`config.mk`:
```
export PLATFORM = sky130hd
export DESIGN_NAME = edge_event_arbiter
export DESIGN_NICKNAME = d
export VERILOG_FILES = /design/src/rtl/edge_event_arbiter.sv
export SDC_FILE = /design/constraint.sdc
export NUM_CORES = 1
export LEC_CHECK = 0
export CAP_MARGIN = 10
export CORE_MARGIN = 4
export CORE_UTILIZATION = 42
export CTS_BUF_LIST = sky130_fd_sc_hd__clkbuf_8
export CTS_CLUSTER_SIZE = 14
export DETAILED_ROUTE_END_ITERATION = 6
export MAX_ROUTING_LAYER = met4
export SLEW_MARGIN = 20
export SYNTH_ARGS = -nofsm -noshare
export SYNTH_HDL_FRONTEND = slang
export SYNTH_SLANG_ARGS = --single-unit
```
`constraint.sdc`:
```
create_clock -name clk -period 9.5 [get_ports clk]
set_input_delay 1.425 -clock clk [delete_from_list [all_inputs] [get_ports clk]]
set_output_delay 1.425 -clock clk [all_outputs]
set_load 0.1 [all_outputs]
```
`src/rtl/edge_event_arbiter.sv`:
```
// edge_event_arbiter
// Detects rising/falling edges on NUM_CH synchronous lines, latches enabled
// edges as pending events (one slot per edge type per channel) and hands them
// one at a time to a single consumer through a round-robin arbiter and a
// valid/ready port. All outputs come straight from flops.
module edge_event_arbiter #(
  parameter int NUM_CH = 4,
  parameter int CH_W   = $clog2(NUM_CH)
) (
  input  logic              clk,
  input  logic              reset,
  input  logic [NUM_CH-1:0] a_i,
  input  logic [NUM_CH-1:0] rise_en_i,
  input  logic [NUM_CH-1:0] fall_en_i,
  output logic              evt_valid_o,
  input  logic              evt_ready_i,
  output logic [CH_W-1:0]   evt_ch_o,
  output logic              evt_rise_o,
  output logic [NUM_CH-1:0] ovf_o,
  input  logic              ovf_clr_i,
  output logic              busy_o
);

  // Slot 2i holds a rising edge of channel i, slot 2i+1 a falling edge.
  localparam int NS = 2 * NUM_CH;
  localparam int SW = $clog2(NS);
  localparam int IW = SW + 1;

  typedef enum logic [0:0] {
    IDLE    = 1'b0,
    PRESENT = 1'b1
  } state_t;

  state_t              state_r, state_nxt_s;
  logic [NUM_CH-1:0]   a_prev_r;
  logic [NS-1:0]       pend_r, pend_nxt_s;
  logic [SW-1:0]       ptr_r, ptr_nxt_s;
  logic                valid_r, valid_nxt_s;
  logic [CH_W-1:0]     ch_r, ch_nxt_s;
  logic                rise_r, rise_nxt_s;
  logic [NUM_CH-1:0]   ovf_r, ovf_nxt_s, ovf_set_s;
  logic                busy_r, busy_nxt_s;

  logic [NUM_CH-1:0]   rise_s, fall_s;
  logic [NS-1:0]       set_s, grant_s;
  logic                any_pend_s, found_s, do_grant_s;
  logic [SW-1:0]       gnt_idx_s;
  logic [IW-1:0]       idx_s;

  // Edge detection and mapping of enabled edges onto their request slots.
  always_comb begin
    rise_s = ~a_prev_r & a_i;
    fall_s = a_prev_r & ~a_i;
    set_s  = {NS{1'b0}};
    for (int i = 0; i < NUM_CH; i++) begin
      set_s[2*i]   = rise_s[i] & rise_en_i[i];
      set_s[2*i+1] = fall_s[i] & fall_en_i[i];
    end
  end

  // Round-robin search: first pending slot at or after ptr, wrapping.
  always_comb begin
    any_pend_s = |pend_r;
    found_s    = 1'b0;
    gnt_idx_s  = {SW{1'b0}};
    idx_s      = {IW{1'b0}};
    for (int k = 0; k < NS; k++) begin
      idx_s = {1'b0, ptr_r} + IW'(k);
      idx_s = (idx_s >= IW'(NS)) ? (idx_s - IW'(NS)) : idx_s;
      gnt_idx_s = (!found_s && pend_r[idx_s[SW-1:0]]) ? idx_s[SW-1:0] : gnt_idx_s;
      found_s   = found_s | pend_r[idx_s[SW-1:0]];
    end
  end

  // Handshake FSM: decides when a slot is granted and what is presented.
  always_comb begin
    state_nxt_s = state_r;
    valid_nxt_s = valid_r;
    do_grant_s  = 1'b0;
    case (state_r)
      IDLE: begin
        if (any_pend_s) begin
          do_grant_s  = 1'b1;
          valid_nxt_s = 1'b1;
          state_nxt_s = PRESENT;
        end else begin
          valid_nxt_s = 1'b0;
          state_nxt_s = IDLE;
        end
      end
      PRESENT: begin
        if (valid_r && evt_ready_i) begin
          if (any_pend_s) begin
            do_grant_s  = 1'b1;
            valid_nxt_s = 1'b1;
            state_nxt_s = PRESENT;
          end else begin
            valid_nxt_s = 1'b0;
            state_nxt_s = IDLE;
          end
        end else begin
          valid_nxt_s = valid_r;
          state_nxt_s = PRESENT;
        end
      end
      default: begin
        valid_nxt_s = 1'b0;
        state_nxt_s = IDLE;
      end
    endcase
  end

  // Event payload, pointer advance, slot bookkeeping and sticky overflow.
  always_comb begin
    if (do_grant_s) begin
      ch_nxt_s   = CH_W'(gnt_idx_s >> 1);
      rise_nxt_s = ~gnt_idx_s[0];
      grant_s    = {{(NS-1){1'b0}}, 1'b1} << gnt_idx_s;
      ptr_nxt_s  = (gnt_idx_s == SW'(NS - 1)) ? {SW{1'b0}} : (gnt_idx_s + {{(SW-1){1'b0}}, 1'b1});
    end else begin
      ch_nxt_s   = ch_r;
      rise_nxt_s = rise_r;
      grant_s    = {NS{1'b0}};
      ptr_nxt_s  = ptr_r;
    end
    // A new edge on a slot being granted this cycle re-arms it (set wins).
    pend_nxt_s = (pend_r & ~grant_s) | set_s;
    ovf_set_s  = {NUM_CH{1'b0}};
    for (int i = 0; i < NUM_CH; i++) begin
      ovf_set_s[i] = (set_s[2*i]   & pend_r[2*i]   & ~grant_s[2*i]) |
                     (set_s[2*i+1] & pend_r[2*i+1] & ~grant_s[2*i+1]);
    end
    ovf_nxt_s  = (ovf_r & ~{NUM_CH{ovf_clr_i}}) | ovf_set_s;
    busy_nxt_s = valid_nxt_s | (|pend_nxt_s);
  end

  // State and output registers; reset discards everything in flight.
  always_ff @(posedge clk or posedge reset) begin
    if (reset) begin
      state_r  <= IDLE;
      a_prev_r <= {NUM_CH{1'b0}};
      pend_r   <= {NS{1'b0}};
      ptr_r    <= {SW{1'b0}};
      valid_r  <= 1'b0;
      ch_r     <= {CH_W{1'b0}};
      rise_r   <= 1'b0;
      ovf_r    <= {NUM_CH{1'b0}};
      busy_r   <= 1'b0;
    end else begin
      state_r  <= state_nxt_s;
      a_prev_r <= a_i;
      pend_r   <= pend_nxt_s;
      ptr_r    <= ptr_nxt_s;
      valid_r  <= valid_nxt_s;
      ch_r     <= ch_nxt_s;
      rise_r   <= rise_nxt_s;
      ovf_r    <= ovf_nxt_s;
      busy_r   <= busy_nxt_s;
    end
  end

  assign evt_valid_o = valid_r;
  assign evt_ch_o    = ch_r;
  assign evt_rise_o  = rise_r;
  assign ovf_o       = ovf_r;
  assign busy_o      = busy_r;

endmodule

```
==> out/qor.yml, run 1 <==
critical_path:
  crit_path_max_fanout: 15
  cp.required_ns: 9.63
  crit_path_start_kind: "flop"
  critPathKind: "flop to flop"
  rr_startpoint: "ptr_r[0]"
  cp.arrival_ns: 5.07
  cp-end-kind: "flop"
  worstSetupStartpoint: "ptr_r[0]"
timing:
  hold_violations: 0
  timing.final.crit_share: 0.520
  slew_violations: 0
  worst_pin_slew_ns: 0.986
  rsz0062_at_grt: "false"
  slew_headroom: 0.341
  clock_skew_ns: 0.00410
  tns_ns: 0
  setup_viol: 0
  clock.fmax_mhz: 202
  min_period_ns: 4.94
clocking:
  cts.clk_slew.worst_paths_ns: 0.08
  ctsResizeCount: 0
  cts_buffers: 3
  cts_tree: "built"
  postCtsSetupBuffers: 0
  cts_sinks: 24
  root_buffer: "clkbuf_8"
  cts_hold_buffers: 0
  htreeDepth: 1
  clk-insertion-delay-late_ns: 0.26
  cts_max_path_buffers: 2
synth:
  ys_seq_area_frac: 0.283
  syn_nets: 228
  avgSynthCellArea_um2: 10.3
  ys_ff_latch: 24
  syn_area_mm2: 0.00212
  ys_async_sr_fraction: 1.00
  ys.flop_type: "dfrtp_1"
  syn_inst: 205
  yosysWarnings: 0
  synth_cell_types: 57
  synth_edf_count: 0
floorplan:
  dieWidth_um: 79.0
  initial_core_util: 0.440
  die_h_um: 79.0
  rows: 25
  fp.coreArea_mm2: 0.00482
  die_area_mm2: 0.00625
  io_pins: 25
routing:
  first_pass_iters: 4
  finalWirelength_mm: 4.89
  vias_per_cell: 5.74
  vias: 1648
  drc_errors: 0
  ant_nets: 0
  wl_per_cell_um: 17.0
  drt_iter0_markers: 147
final_layout:
  drive_gt1_frac: 0.177
  syn_to_final_growth_pct: 14.2
  instances_no_fill: 287
  nNetsFinal: 244
  finalCoreUtilization: 0.502
  antenna_cells: 0
grt:
  grt_pass1_wl_mm: 8.34
  grt-ovfl-total: 0
  grt_max_degree: 25
  antenna_found_initial: 0
  grt_pass1_vias: 1703
  grt_usage: 0.171
placed_design:
  dp.cells: 283
  gp_congestion: 0.847
  place.detailed.hpwl_mm: 3.71
  port_buffers: 24
hold_path:
  hp-class: "flop to flop"
  hold_start: "ovf_o[3]"
flow_run:
  maxCapViolations: 0
outcome:
  status: "completed"
cell type report:
class	instances	area, µm²
fill	461	2400
sequential	24	601
clock buffer	4	55.1
tap	67	83.8
timing repair buffer	25	248
inverter	13	48.8
multi-input combinational	154	1380
state kept, by name (all words and copies together) (netlist names):
signal       flops
pend_r           8
ovf_o            4
state_r          1
evt_ch_o         2
busy_o           1
a_prev_r         4
ptr_r            3
evt_valid_o      1
kinds of logic (layout without fill, tap and decap cells):
group,count (synthesis),after routing,synth area share
and+or+nand+nor,75,75,0.195
AOI/OAI and AO/OA,41,41,0.169
adders and majority gates,7,7,0.0413
xor gates and xnor gates,3,3,0.0124
DFF,24,24,0.283
buffers and inverters,27,42,0.0637
muxes,28,28,0.235
worst max-delay path, stage by stage, from the launching register on:
cell and delay, ns:
dfrtp_1 0.78, inv_2 0.18, ha_1 0.62, mux4_2 0.62
mux2_4 0.32, or2_4 0.26, a2111oi_1 0.46, o31ai_1 0.24
inv_1 0.13, ha_1 0.25, ha_1 0.17, nand2_1 0.04
nand2_1 0.09, nand2_1 0.07, nor4b_1 0.42, nand4_1 0.14
cell usage in the layout (no fill, tap or decap), drive strengths merged, types with 3 or more instances in the layout:
cell            n
mux2            5
o22ai           5
mux2i           7
nor2            8
nor4            5
a21o            3
nor2b           4
nand3           4
o31ai           3
nand3b          5
mux4           16
clkbuf          4
nand2          31
clkdlybuf4s50  24
dfrtp          24
or2             3
o21ai           7
ha              7
a221o           4
inv            13
worst paths after layout:
path                                to  slack, ns  cells past startpoint
max reg2reg                     busy_o       4.56                     15
max                             busy_o       4.56                     15
min                           ovf_o[3]       0.50                      2
min in group asynchronous  a_prev_r[3]       1.65                      2
min reg2reg                   ovf_o[3]       0.50                      2
max in group asynchronous     ovf_o[2]       7.30                      2
Yosys cell counts, types with 5 or more instances:
library cell,instances,share of area
o22ai_1,5,0.015
nor2_1,8,0.014
mux2i_1,6,0.028
ha_1,7,0.041
nand3b_1,5,0.018
buf_2,7,0.017
dfrtp_1,24,0.28
mux4_2,16,0.17
o21ai_0,7,0.017
nand2_1,31,0.055
inv_1,11,0.019
layer usage:
| layer | track usage | part of all wire | up-vias |
|---|---|---|---|
| met5 | - | 0 | - |
| met4 | 0.0601 | 0.021 | 0 |
| met3 | 0.0147 | 0.021 | 10 |
| met2 | 0.270 | 0.47 | 36 |
| met1 | 0.231 | 0.49 | 802 |
| li1 | - | - | 800 |
stage by stage:
stage	cell area, µm²	hold WS, ns	setup slack, ns
final	2420	0.499	4.56
after global placement	2360	0.479	4.59
after floorplan	2120	0.477	5.07
after detailed placement	2360	0.486	4.60
after global routing	2420	0.531	4.20
after CTS	2420	0.505	4.58
Power of run 1 is left out: the tool's default activity adds up to more than one toggle a clock period on the data nets, which glitch-free logic cannot reach.
==> run 2: changes to the inputs <==
==> constraint.sdc (replaced) <==
create_clock -name clk -period 5.1 [get_ports clk]
set_input_delay 0.765 -clock clk [delete_from_list [all_inputs] [get_ports clk]]
set_output_delay 0.765 -clock clk [all_outputs]
set_load 0.1 [all_outputs]
==> out/qor.yml, run 2 (synthesis results as in run 1) <==
floorplan:
  die_h_um: 79.0
  fp.coreArea_mm2: 0.00482
  io_pins: 25
  dieWidth_um: 79.0
  initial_core_util: 0.440
  die_area_mm2: 0.00625
  rows: 25
routing:
  vias_per_cell: 5.85
  drt_iter0_markers: 133
  first_pass_iters: 4
  drc_errors: 0
  ant_nets: 0
  finalWirelength_mm: 5.06
  vias: 1690
  wl_per_cell_um: 17.5
final_layout:
  syn_to_final_growth_pct: 14.9
  layout_commonest_cell: "nand2_1"
  instances_no_fill: 289
  drive_gt1_frac: 0.185
  largest_register: "pend_r"
  antenna_cells: 0
  nNetsFinal: 246
  finalCoreUtilization: 0.505
  most-common-layout-cells: "nand2_1 (31), dfrtp_1 (24), clkdlybuf4s50_1 (24), mux4_2 (16), inv_1 (11)"
  fill_cells: 454
  largest_reg_flops: 8
timing:
  slew_headroom: 0.340
  min_period_ns: 4.41
  setup_viol: 0
  clock_skew_ns: 0.00863
  worst_pin_slew_ns: 0.988
  rsz0062_at_grt: "false"
  hold_violations: 0
  timing.final.crit_share: 0.864
  slew_violations: 0
  tns_ns: 0
  clock.fmax_mhz: 227
critical_path:
  cp.required_ns: 5.22
  critPathKind: "flop to flop"
  r2r_slack_ns: 0.69
  path_cells: "inv_2 -> ha_1 -> mux4_2 -> mux2_4 -> or2_4 -> a2111oi_1 -> a221o_1 -> ha_1 -> ha_1 -> nand2_1 -> nand2_1 -> nand2_1 -> nor4b_1 -> nand4_1"
  r2r_cells: 14
  rr_startpoint: "ptr_r[0]"
  critPathSlowestCell: "mux4_2"
  cp.arrival_ns: 4.53
  crit_path_max_fanout: 11
  r2r-end: "busy_o"
  slowest_delay_ns: 0.60
  crit_path_start_kind: "flop"
  cp-end-kind: "flop"
placed_design:
  place.detailed.hpwl_mm: 3.79
  port_buffers: 24
  gp_congestion: 0.837
  dp.cells: 285
clocking:
  ctsResizeCount: 0
  root_buffer: "clkbuf_8"
  clk-insertion-delay-late_ns: 0.27
  postCtsSetupBuffers: 0
  cts_buffers: 3
  cts_tree: "built"
  cts.clk_slew.worst_paths_ns: 0.09
  htreeDepth: 1
  cts_sinks: 24
  cts_hold_buffers: 0
  cts_max_path_buffers: 2
hold_path:
  hp-class: "flop to flop"
  holdPathEnd: "ovf_o[3]"
  hold_start: "ovf_o[3]"
  whs_path_depth: 2
grt:
  grt_pass1_wl_mm: 8.67
  grt_pass1_vias: 1659
  antenna_found_initial: 0
  grt_usage: 0.180
  top_usage_layer: "met2"
  grtUsageMet3: 0.0136
  grt_use_met2: 0.290
  grt_max_degree: 25
  grt-ovfl-total: 0
  met1_usage: 0.243
flow_run:
  maxCapViolations: 0
outcome:
  status: "completed"
[run 2: cell types whose count changed in the layout (fill, tap and decap cells not counted), sizes merged]
cell,change
buf,+2
[run 2: worst max-delay path by stage]
stage	startpoint	end	slack, ns	cells after the start
6_report	ptr_r[0]	busy_o	0.69	14
5_1_grt	ptr_r[0]	busy_o	0.44	14
4_1_cts	ptr_r[0]	busy_o	0.78	14
3_5_place_dp	ptr_r[0]	busy_o	0.80	15
3_3_place_gp	ptr_r[0]	busy_o	0.88	15
2_1_floorplan	ptr_r[0]	busy_o	0.67	15
[run 2: routing by layer]
metal / routed length [µm] / vias up
li1: - / 806
met1: 2250 / 804
met2: 2430 / 69
met3: 248 / 11
met4: 129 / 0
met5: 0 / -
[run 2: final cells by class]
type	instances	area, µm²	area share
Tap cell	67	83.8	0.0344
Multi-Input combinational cell	154	1380	0.568
Sequential cell	24	601	0.247
Timing Repair Buffer	27	263	0.108
Inverter	13	48.8	0.0200
Clock buffer	4	55.1	0.0226
[run 2: stage by stage]
| step | instance area, µm² | setup slack (ns) | hold WS [ns] |
|---|---|---|---|
| global placement | 2380 | 0.878 | 0.485 |
| finish | 2430 | 0.693 | 0.501 |
| CTS | 2430 | 0.783 | 0.507 |
| global route | 2430 | 0.438 | 0.536 |
| detailed placement | 2380 | 0.801 | 0.488 |
| floorplan | 2120 | 0.675 | 0.477 |
[run 2: worst max-delay path: cells and delay by family (launching register included)]
family | cells | cell delay [ns]
buffers and inverters | 1 | 0.08
adders and majority gates | 3 | 1.02
DFF | 1 | 0.37
AOI/OAI and AO/OA | 2 | 0.81
and+or+nand+nor | 6 | 1.07
muxes | 2 | 0.91
Power of run 2 is left out for the same reason.
